$ cat src/rtl/mult_div_unit.sv
// Iterative MIPS multiply/divide unit: MULT/MULTU/DIV/DIVU in WIDTH+1 cycles,
// with architectural HI/LO registers writable through MTHI/MTLO while idle.
module mult_div_unit #(
  parameter int unsigned WIDTH = 32
) (
  input  logic             clk,
  input  logic             rst_n,
  input  logic             start,
  input  logic [1:0]       op,
  input  logic [WIDTH-1:0] a,
  input  logic [WIDTH-1:0] b,
  input  logic             mthi,
  input  logic             mtlo,
  input  logic [WIDTH-1:0] wdata,
  output logic             busy,
  output logic             done,
  output logic [WIDTH-1:0] hi,
  output logic [WIDTH-1:0] lo
);

  localparam int unsigned CntW = $clog2(WIDTH + 1);

  typedef enum logic [1:0] {StIdle, StRun, StFix} state_e;

  state_e               state_q, state_d;
  logic [CntW-1:0]      cnt_q, cnt_d;
  logic                 is_div_q, is_div_d;
  logic                 neg_res_q, neg_res_d;
  logic                 neg_rem_q, neg_rem_d;
  logic                 b_zero_q, b_zero_d;
  logic [WIDTH-1:0]     a_raw_q, a_raw_d;
  logic [WIDTH-1:0]     opb_q, opb_d;
  logic [2*WIDTH-1:0]   acc_q, acc_d;
  logic [WIDTH-1:0]     hi_q, hi_d;
  logic [WIDTH-1:0]     lo_q, lo_d;
  logic                 done_q, done_d;

  logic               is_signed;
  logic [WIDTH-1:0]   abs_a, abs_b;
  logic [WIDTH:0]     add_sum;
  logic [WIDTH:0]     trial, diff;
  logic               ge;
  logic [WIDTH-1:0]   rem_new;
  logic [2*WIDTH-1:0] mul_next, div_next, prod;
  logic [WIDTH-1:0]   quo_fix, rem_fix;

  assign is_signed = op[0];
  assign abs_a = (is_signed && a[WIDTH-1]) ? (~a + 1'b1) : a;
  assign abs_b = (is_signed && b[WIDTH-1]) ? (~b + 1'b1) : b;

  // Multiply: acc = {partial product, remaining multiplier bits}.
  assign add_sum  = {1'b0, acc_q[2*WIDTH-1:WIDTH]} + {1'b0, (acc_q[0] ? opb_q : '0)};
  assign mul_next = {add_sum, acc_q[WIDTH-1:1]};

  // Restoring divide: acc = {partial remainder, dividend/quotient bits}.
  assign trial    = {acc_q[2*WIDTH-1:WIDTH], acc_q[WIDTH-1]};
  assign diff     = trial - {1'b0, opb_q};
  assign ge       = ~diff[WIDTH];
  assign rem_new  = ge ? diff[WIDTH-1:0] : trial[WIDTH-1:0];
  assign div_next = {rem_new, acc_q[WIDTH-2:0], ge};

  assign prod    = neg_res_q ? (~acc_q + 1'b1) : acc_q;
  assign quo_fix = neg_res_q ? (~acc_q[WIDTH-1:0] + 1'b1) : acc_q[WIDTH-1:0];
  assign rem_fix = neg_rem_q ? (~acc_q[2*WIDTH-1:WIDTH] + 1'b1) : acc_q[2*WIDTH-1:WIDTH];

  always_comb begin
    state_d   = state_q;
    cnt_d     = cnt_q;
    is_div_d  = is_div_q;
    neg_res_d = neg_res_q;
    neg_rem_d = neg_rem_q;
    b_zero_d  = b_zero_q;
    a_raw_d   = a_raw_q;
    opb_d     = opb_q;
    acc_d     = acc_q;
    hi_d      = hi_q;
    lo_d      = lo_q;
    done_d    = 1'b0;
    unique case (state_q)
      StIdle: begin
        if (mthi) hi_d = wdata;
        if (mtlo) lo_d = wdata;
        if (start) begin
          is_div_d  = op[1];
          neg_res_d = is_signed && (a[WIDTH-1] ^ b[WIDTH-1]);
          neg_rem_d = is_signed && op[1] && a[WIDTH-1];
          b_zero_d  = (b == '0);
          a_raw_d   = a;
          opb_d     = abs_b;
          acc_d     = {{WIDTH{1'b0}}, abs_a};
          cnt_d     = CntW'(WIDTH);
          state_d   = StRun;
        end
      end
      StRun: begin
        acc_d = is_div_q ? div_next : mul_next;
        cnt_d = cnt_q - 1'b1;
        if (cnt_q == CntW'(1)) state_d = StFix;
      end
      StFix: begin
        if (!is_div_q) begin
          hi_d = prod[2*WIDTH-1:WIDTH];
          lo_d = prod[WIDTH-1:0];
        end else if (b_zero_q) begin
          hi_d = a_raw_q;
          lo_d = '1;
        end else begin
          hi_d = rem_fix;
          lo_d = quo_fix;
        end
        done_d  = 1'b1;
        state_d = StIdle;
      end
      default: state_d = StIdle;
    endcase
  end

  always_ff @(posedge clk or negedge rst_n) begin
    if (!rst_n) begin
      state_q   <= StIdle;
      cnt_q     <= '0;
      is_div_q  <= 1'b0;
      neg_res_q <= 1'b0;
      neg_rem_q <= 1'b0;
      b_zero_q  <= 1'b0;
      a_raw_q   <= '0;
      opb_q     <= '0;
      acc_q     <= '0;
      hi_q      <= '0;
      lo_q      <= '0;
      done_q    <= 1'b0;
    end else begin
      state_q   <= state_d;
      cnt_q     <= cnt_d;
      is_div_q  <= is_div_d;
      neg_res_q <= neg_res_d;
      neg_rem_q <= neg_rem_d;
      b_zero_q  <= b_zero_d;
      a_raw_q   <= a_raw_d;
      opb_q     <= opb_d;
      acc_q     <= acc_d;
      hi_q      <= hi_d;
      lo_q      <= lo_d;
      done_q    <= done_d;
    end
  end

  assign busy = (state_q != StIdle);
  assign done = done_q;
  assign hi   = hi_q;
  assign lo   = lo_q;

endmodule

$ cat config.mk
export PLATFORM = sky130hd
export DESIGN_NAME = mult_div_unit
export DESIGN_NICKNAME = d
export VERILOG_FILES = /design/src/rtl/mult_div_unit.sv
export SDC_FILE = /design/constraint.sdc
export NUM_CORES = 1
export LEC_CHECK = 0
export BUFFER_PORTS_ARGS = -buffer_cell sky130_fd_sc_hd__buf_4
export CAP_MARGIN = 10
export CORE_MARGIN = 5
export CORE_UTILIZATION = 35
export CTS_BUF_LIST = sky130_fd_sc_hd__clkbuf_2 sky130_fd_sc_hd__clkbuf_4 sky130_fd_sc_hd__clkbuf_8
export CTS_CLUSTER_DIAMETER = 40
export DETAILED_ROUTE_END_ITERATION = 10
export PLACE_DENSITY_LB_ADDON = 0.2
export SLEW_MARGIN = 5
export SYNTH_ARGS = -nofsm -noshare
export SYNTH_HDL_FRONTEND = slang
export SYNTH_SLANG_ARGS = --single-unit
$ cat constraint.sdc
create_clock -name clk -period 8.5 [get_ports clk]
set_clock_uncertainty 0.1 [all_clocks]
set_input_delay 1.275 -clock clk [delete_from_list [all_inputs] [get_ports clk]]
set_output_delay 1.275 -clock clk [all_outputs]
set_load 0.1 [all_outputs]
==> flow_summary.json, run 1 <==
{
  "grt_max_degree": 106,
  "whs_endpoint": "lo[19]",
  "top_layer": "met4",
  "tightest_slew_ns": 1.03,
  "antenna_found_initial": 1,
  "grt.overflow.total": 0,
  "num_io_pins": 169,
  "hp-start": "lo[19]",
  "wl_met2_um": 26100,
  "via_count": 16479,
  "synth_seq_cells": 205,
  "gp_congestion": 0.971,
  "cp.arrival_ns": 4.54,
  "r2r_setup_slack_ns": 4.30,
  "start_util_pct": 35.4,
  "htreeDepth": 2,
  "final_cell_mix": "nand2_1 (314), o21ai_0 (229), dfrtp_1 (204)",
  "hp-class": "reg2reg",
  "via_per_inst": 5.84,
  "postSynthCellCount": 2095,
  "grt_usage_pct": 23.9,
  "crit_path_frequent_cell": "nand3_1",
  "async_flop_share_pct": 100,
  "syn-cell-area_mm2": 0.0164,
  "cpPeakStageDelay_ns": 0.80,
  "seq_area_frac_synth_pct": 31.2,
  "reg2reg_depth": 10,
  "min_period_ns": 4.20,
  "nNetsFinal": 2355,
  "hold_buffers": 0,
  "crit_path_end_kind": "flop",
  "drtAntennaViolNets": 0,
  "met3_length_um": 6020,
  "status": "completed",
  "hpwlAfterDp_um": 47500,
  "cts_tree": "built",
  "multi_input_area_mm2": 0.0105,
  "max_cap_violations": 0,
  "route.detailed.drc": 0,
  "path_cells": "ha_1, a211o_1, a21oi_1, and4_1, nand3_1, a22o_1, nor2_2, mux2_2, nand3_1, o211ai_1",
  "synth-edff-count": 0,
  "cts.clk_slew.worst_paths_ns": 0.06,
  "crit_buf_inv": 0,
  "synth.distinct_cells": 82,
  "clock_sinks": 205,
  "fin_crit_sh_pct": 49.4,
  "worst_path_max_delay_cell": "nor2_2",
  "required_ns": 8.84,
  "rsz0062_at_grt": "false",
  "met1_length_um": 29800,
  "wl_per_cell_um": 22.4,
  "layout_commonest_cell": "nand2_1",
  "fillerInstances": 4851,
  "cts-root-buf": "clkbuf_8",
  "cp-start-kind": "flop",
  "fin_area_mm2": 0.0190,
  "hold_viol_final": 0,
  "numPortBuffers": 168,
  "crit_type": "reg2reg",
  "crit_family": "simple AND/OR/NAND/NOR gates",
  "clock_latency_ns": 0.60,
  "area_growth_pct": 15.6,
  "holdWs_ns": 0.374,
  "rr_startpoint": "acc_q[46]",
  "finalMaxSlewViolations": 0,
  "clockBufferDepth": 3,
  "yosysWarnings": 0,
  "drt_iter0_markers": 1684,
  "seqCellArea_mm2": 0.00513,
  "die_h_um": 227,
  "syn_area_per_cell_um2": 7.84,
  "synth_top_flop_cell": "dfrtp_1",
  "firstDrtPassIters": 5,
  "syn_nets": 2270,
  "cts_buffers": 46,
  "fin_setup_tns_ns": 0,
  "r2r_end": "acc_q[60]",
  "coreArea_mm2": 0.0465,
  "hold_path_depth": 2,
  "setup_violations": 0,
  "grt_pass1_vias": 15624,
  "placedInstanceArea_mm2": 0.0180,
  "cts_setup_buffers": 0,
  "fp-row-count": 79,
  "slew_headroom_pct": 31.1,
  "die_x_um": 227,
  "drt_wl_total_um": 63300,
  "cp_max_fo": 13,
  "fmax_mhz": 238,
  "drive_gt1_share_pct": 13.6,
  "dieArea_mm2": 0.0514,
  "cts_resized": 0,
  "grt_first_pass_wirelength_um": 96100
}
[routing by layer]
metal / vias to the layer above / global-route usage [%]
met5: - / 0
met4: 0 / 5.92
met3: 85 / 5.99
met2: 714 / 33.8
met1: 7958 / 36.4
li1: 7722 / -
[sequential cells by signal, summed over array words and instances, names as in the netlist]
signal,flops
is_div_q,1
opb_q,32
neg_res_q,1
hi,32
acc_q,64
lo,32
neg_rem_q,1
a_raw_q,32
cnt_q,6
state_q,2
b_zero_q,1
done,1
[worst max-delay path by stage]
stage                     cells after the start  slack, ns  startpoint   endpoint
after floorplan                               8       4.84        a[9]  acc_q[27]
after detailed placement                     10       4.39   acc_q[46]  acc_q[60]
after global placement                       10       4.43   acc_q[46]  acc_q[60]
after CTS                                    10       4.38   acc_q[46]  acc_q[60]
after global routing                         10       4.17   acc_q[46]  acc_q[54]
final                                        10       4.30   acc_q[46]  acc_q[60]
[through the flow]
stage / util, % / setup slack, ns / cells
detailed placement: 38.7 / 4.39 / 2738
global route: 40.9 / 4.17 / 2821
floorplan: - / 4.84 / 2095
finish: 40.9 / 4.30 / 2822
global placement: 38.7 / 4.43 / 2738
CTS: 40.8 / 4.38 / 2819
[cell families after synthesis]
family                     Yosys count  share of synthesized area (%)
adders and majority gates           72                           5.57
xor gates and xnor gates           181                           9.65
buffers and inverters              207                           5.16
muxes                               48                           2.94
and+or+nand+nor                    721                           20.3
AOI/OAI and AO/OA                  661                           25.1
DFF                                205                           31.2
[synth_stat cells (all sizes together), types with 26 or more instances]
library cell,n,area [µm²]
a21o,31,233
clkbuf,121,484
nand3,56,280
inv,59,221
o211ai,33,253
o31ai,29,223
mux2i,46,460
nor2,161,604
buf,26,139
o21ai,243,1220
xor2,90,788
nand2,316,1190
ha,70,876
xnor2,91,797
nor3,36,196
a21oi,118,591
dfrtp,205,5130
o22ai,44,275
[tightest hold or removal path, cell delays in order (launching register included)]
cell	delay, ns
dfrtp_1	0.34
nand2_1	0.04
o21ai_0	0.05
[cell type report]
| type | count | share of cell area [%] |
|---|---|---|
| Tap cell | 607 | 4.00 |
| Clock buffer | 68 | 4.50 |
| Sequential cell | 205 | 27.0 |
| Clock inverter | 13 | 0.665 |
| Multi-Input combinational cell | 1683 | 55.2 |
| Antenna cell | 2 | 0.0263 |
| Inverter | 60 | 1.19 |
| Timing Repair Buffer | 184 | 7.41 |
Power of run 1 is not shown: default switching activity piles up to over one toggle a cycle in this logic, so the estimate is an artifact.
==> run 2, diff against run 1 <==
==> constraint.sdc (replaced) <==
create_clock -name clk -period 3.6 [get_ports clk]
set_clock_uncertainty 0.1 [all_clocks]
set_input_delay 0.54 -clock clk [delete_from_list [all_inputs] [get_ports clk]]
set_output_delay 0.54 -clock clk [all_outputs]
set_load 0.1 [all_outputs]
==> run 2 against run 1 <==
Core utilization increased by 2.2 points. Non-clock buffer count rose by 103. First-iteration DRC count grew 1.5%. Cell count is 3.8% higher. Hold slack got worse by 0.31 ns. Sequential share of layout area is 1.4 points lower. Routed wire length increased by 3.1%. Register-to-register slack got worse by 4.2 ns. Clock-buffer cell count down 4. Highest routed layer unchanged. Fmax up 21%.
==> flow_summary.json, run 2 (same netlist as run 1, synthesis figures left out) <==
{
  "cts.clk_slew.worst_paths_ns": 0.06,
  "cp-start-kind": "flop",
  "via_count": 16915,
  "setup.worst_path.end": "acc_q[58]",
  "finalMaxSlewViolations": 0,
  "dieArea_mm2": 0.0514,
  "grt_max_degree": 84,
  "cp.arrival_ns": 3.89,
  "cp_max_fo": 3,
  "clock_latency_ns": 0.62,
  "numPortBuffers": 168,
  "grt_first_pass_wirelength_um": 97500,
  "coreArea_mm2": 0.0465,
  "htreeDepth": 2,
  "hpwlAfterDp_um": 50500,
  "drt_wl_total_um": 65300,
  "cp-startpoint": "opb_q[0]",
  "met2_usage_pct": 34.7,
  "drtAntennaViolNets": 0,
  "fillerInstances": 4720,
  "nNetsFinal": 2460,
  "r2r_setup_slack_ns": 0.12,
  "max_cap_violations": 0,
  "num_io_pins": 169,
  "grt_pass1_vias": 16194,
  "antenna_found_initial": 0,
  "die_x_um": 227,
  "grt.busiest_layer": "met1",
  "reg2reg_depth": 12,
  "top_register": "acc_q",
  "setup_violations": 0,
  "firstDrtPassIters": 5,
  "die_h_um": 227,
  "seqCellArea_mm2": 0.00513,
  "layout_commonest_cell": "nand2_1",
  "multi_input_area_mm2": 0.0105,
  "hold_viol_final": 0,
  "cts_tree": "built",
  "wl_per_cell_um": 22.3,
  "grt_usage_pct": 24.5,
  "start_util_pct": 35.4,
  "area_growth_pct": 22.0,
  "grt.overflow.total": 0,
  "fin_setup_tns_ns": 0,
  "hp-class": "in2reg",
  "route.detailed.drc": 0,
  "cts-root-buf": "clkbuf_8",
  "clockBufferDepth": 3,
  "fp-row-count": 79,
  "final_cell_mix": "nand2_1 (314), buf_4 (279), o21ai_0 (228)",
  "fmax_mhz": 287,
  "status": "completed",
  "clock_sinks": 205,
  "rsz0062_at_grt": "false",
  "drive_gt1_share_pct": 17.9,
  "met1_usage_pct": 36.4,
  "largest_reg_flops": 64,
  "r2r_end": "acc_q[58]",
  "grtUsageMet3_pct": 6.20,
  "required_ns": 4.00,
  "rr_startpoint": "opb_q[0]",
  "gp_congestion": 0.999,
  "fin_crit_sh_pct": 96.7,
  "tightest_slew_ns": 1.00,
  "slew_headroom_pct": 33.1,
  "crit_type": "reg2reg",
  "cts_buffers": 48,
  "via_per_inst": 5.77,
  "drt_iter0_markers": 1710,
  "min_period_ns": 3.48,
  "crit_path_end_kind": "flop"
}
run 2: changes by cell type in the layout (fill, tap and decap cells not counted), sizes merged, moves of 2 or more:
cell / delta
buf: +102
bufinv: +5
clkbuf: -4
clkinv: +3
clkinvlp: +2
run 2: critical path, cell delays in order (launching register included):
cell and delay (ns):
dfrtp_1 0.38, buf_4 0.14, ha_1 0.21, fa_1 0.39, nand2b_1 0.18, a21oi_1 0.24, o21ai_0 0.24, a21oi_1 0.37
a211oi_1 0.23, o31ai_1 0.36, xor2_1 0.23, mux2i_1 0.10, o21ai_0 0.20
run 2: how the worst min path moves through the flow:
stage	from	to	slack (ns)	cells past startpoint
2_1_floorplan	rst_n	a_raw_q[0]	0.14	0
3_3_place_gp	cnt_q[5]	cnt_q[5]	0.36	1
3_5_place_dp	a_raw_q[11]	a_raw_q[11]	0.37	2
4_1_cts	a[28]	a_raw_q[28]	0.01	3
5_1_grt	a[28]	a_raw_q[28]	0.03	3
6_report	a[28]	a_raw_q[28]	0.06	3
run 2: stage by stage:
stage / instances / setup WS [ns] / instance area (µm²) / util, % / hold slack [ns]
final: 2930 / 0.117 / 20000 / 43.1 / 0.0613
after CTS: 2927 / 0.0901 / 20000 / 43.0 / 0.0104
after global placement: 2839 / 0.181 / 18800 / 40.5 / 0.360
after detailed placement: 2839 / 0.105 / 18800 / 40.5 / 0.368
after global routing: 2929 / 0.00730 / 20000 / 43.1 / 0.0272
after floorplan: 2095 / 0.389 / 16400 / - / 0.144
run 2: layout make-up:
class                      instances  area share, %
sequential                       205           25.6
clock buffer                      64           4.21
tap                              607           3.79
antenna                            1         0.0125
timing repair buffer             287           11.2
inverter                          60           1.14
clock inverter                    23           1.57
multi-input combinational       1683           52.5
run 2: layer usage:
metal	routed length [µm]	part of all wire, %
met3	5660	8.7
met5	0	0
met1	30800	47
met2	26700	41
met4	2080	3.2
run 2: timing repair:
item	4_1_cts	5_1_grt
setup buffers	0	2
endpoints found under the hold margin	80	0
setup endpoints to repair	0	18
hold buffers	1	0
resized for setup	0	11
Power of run 2 is left out for the same reason.
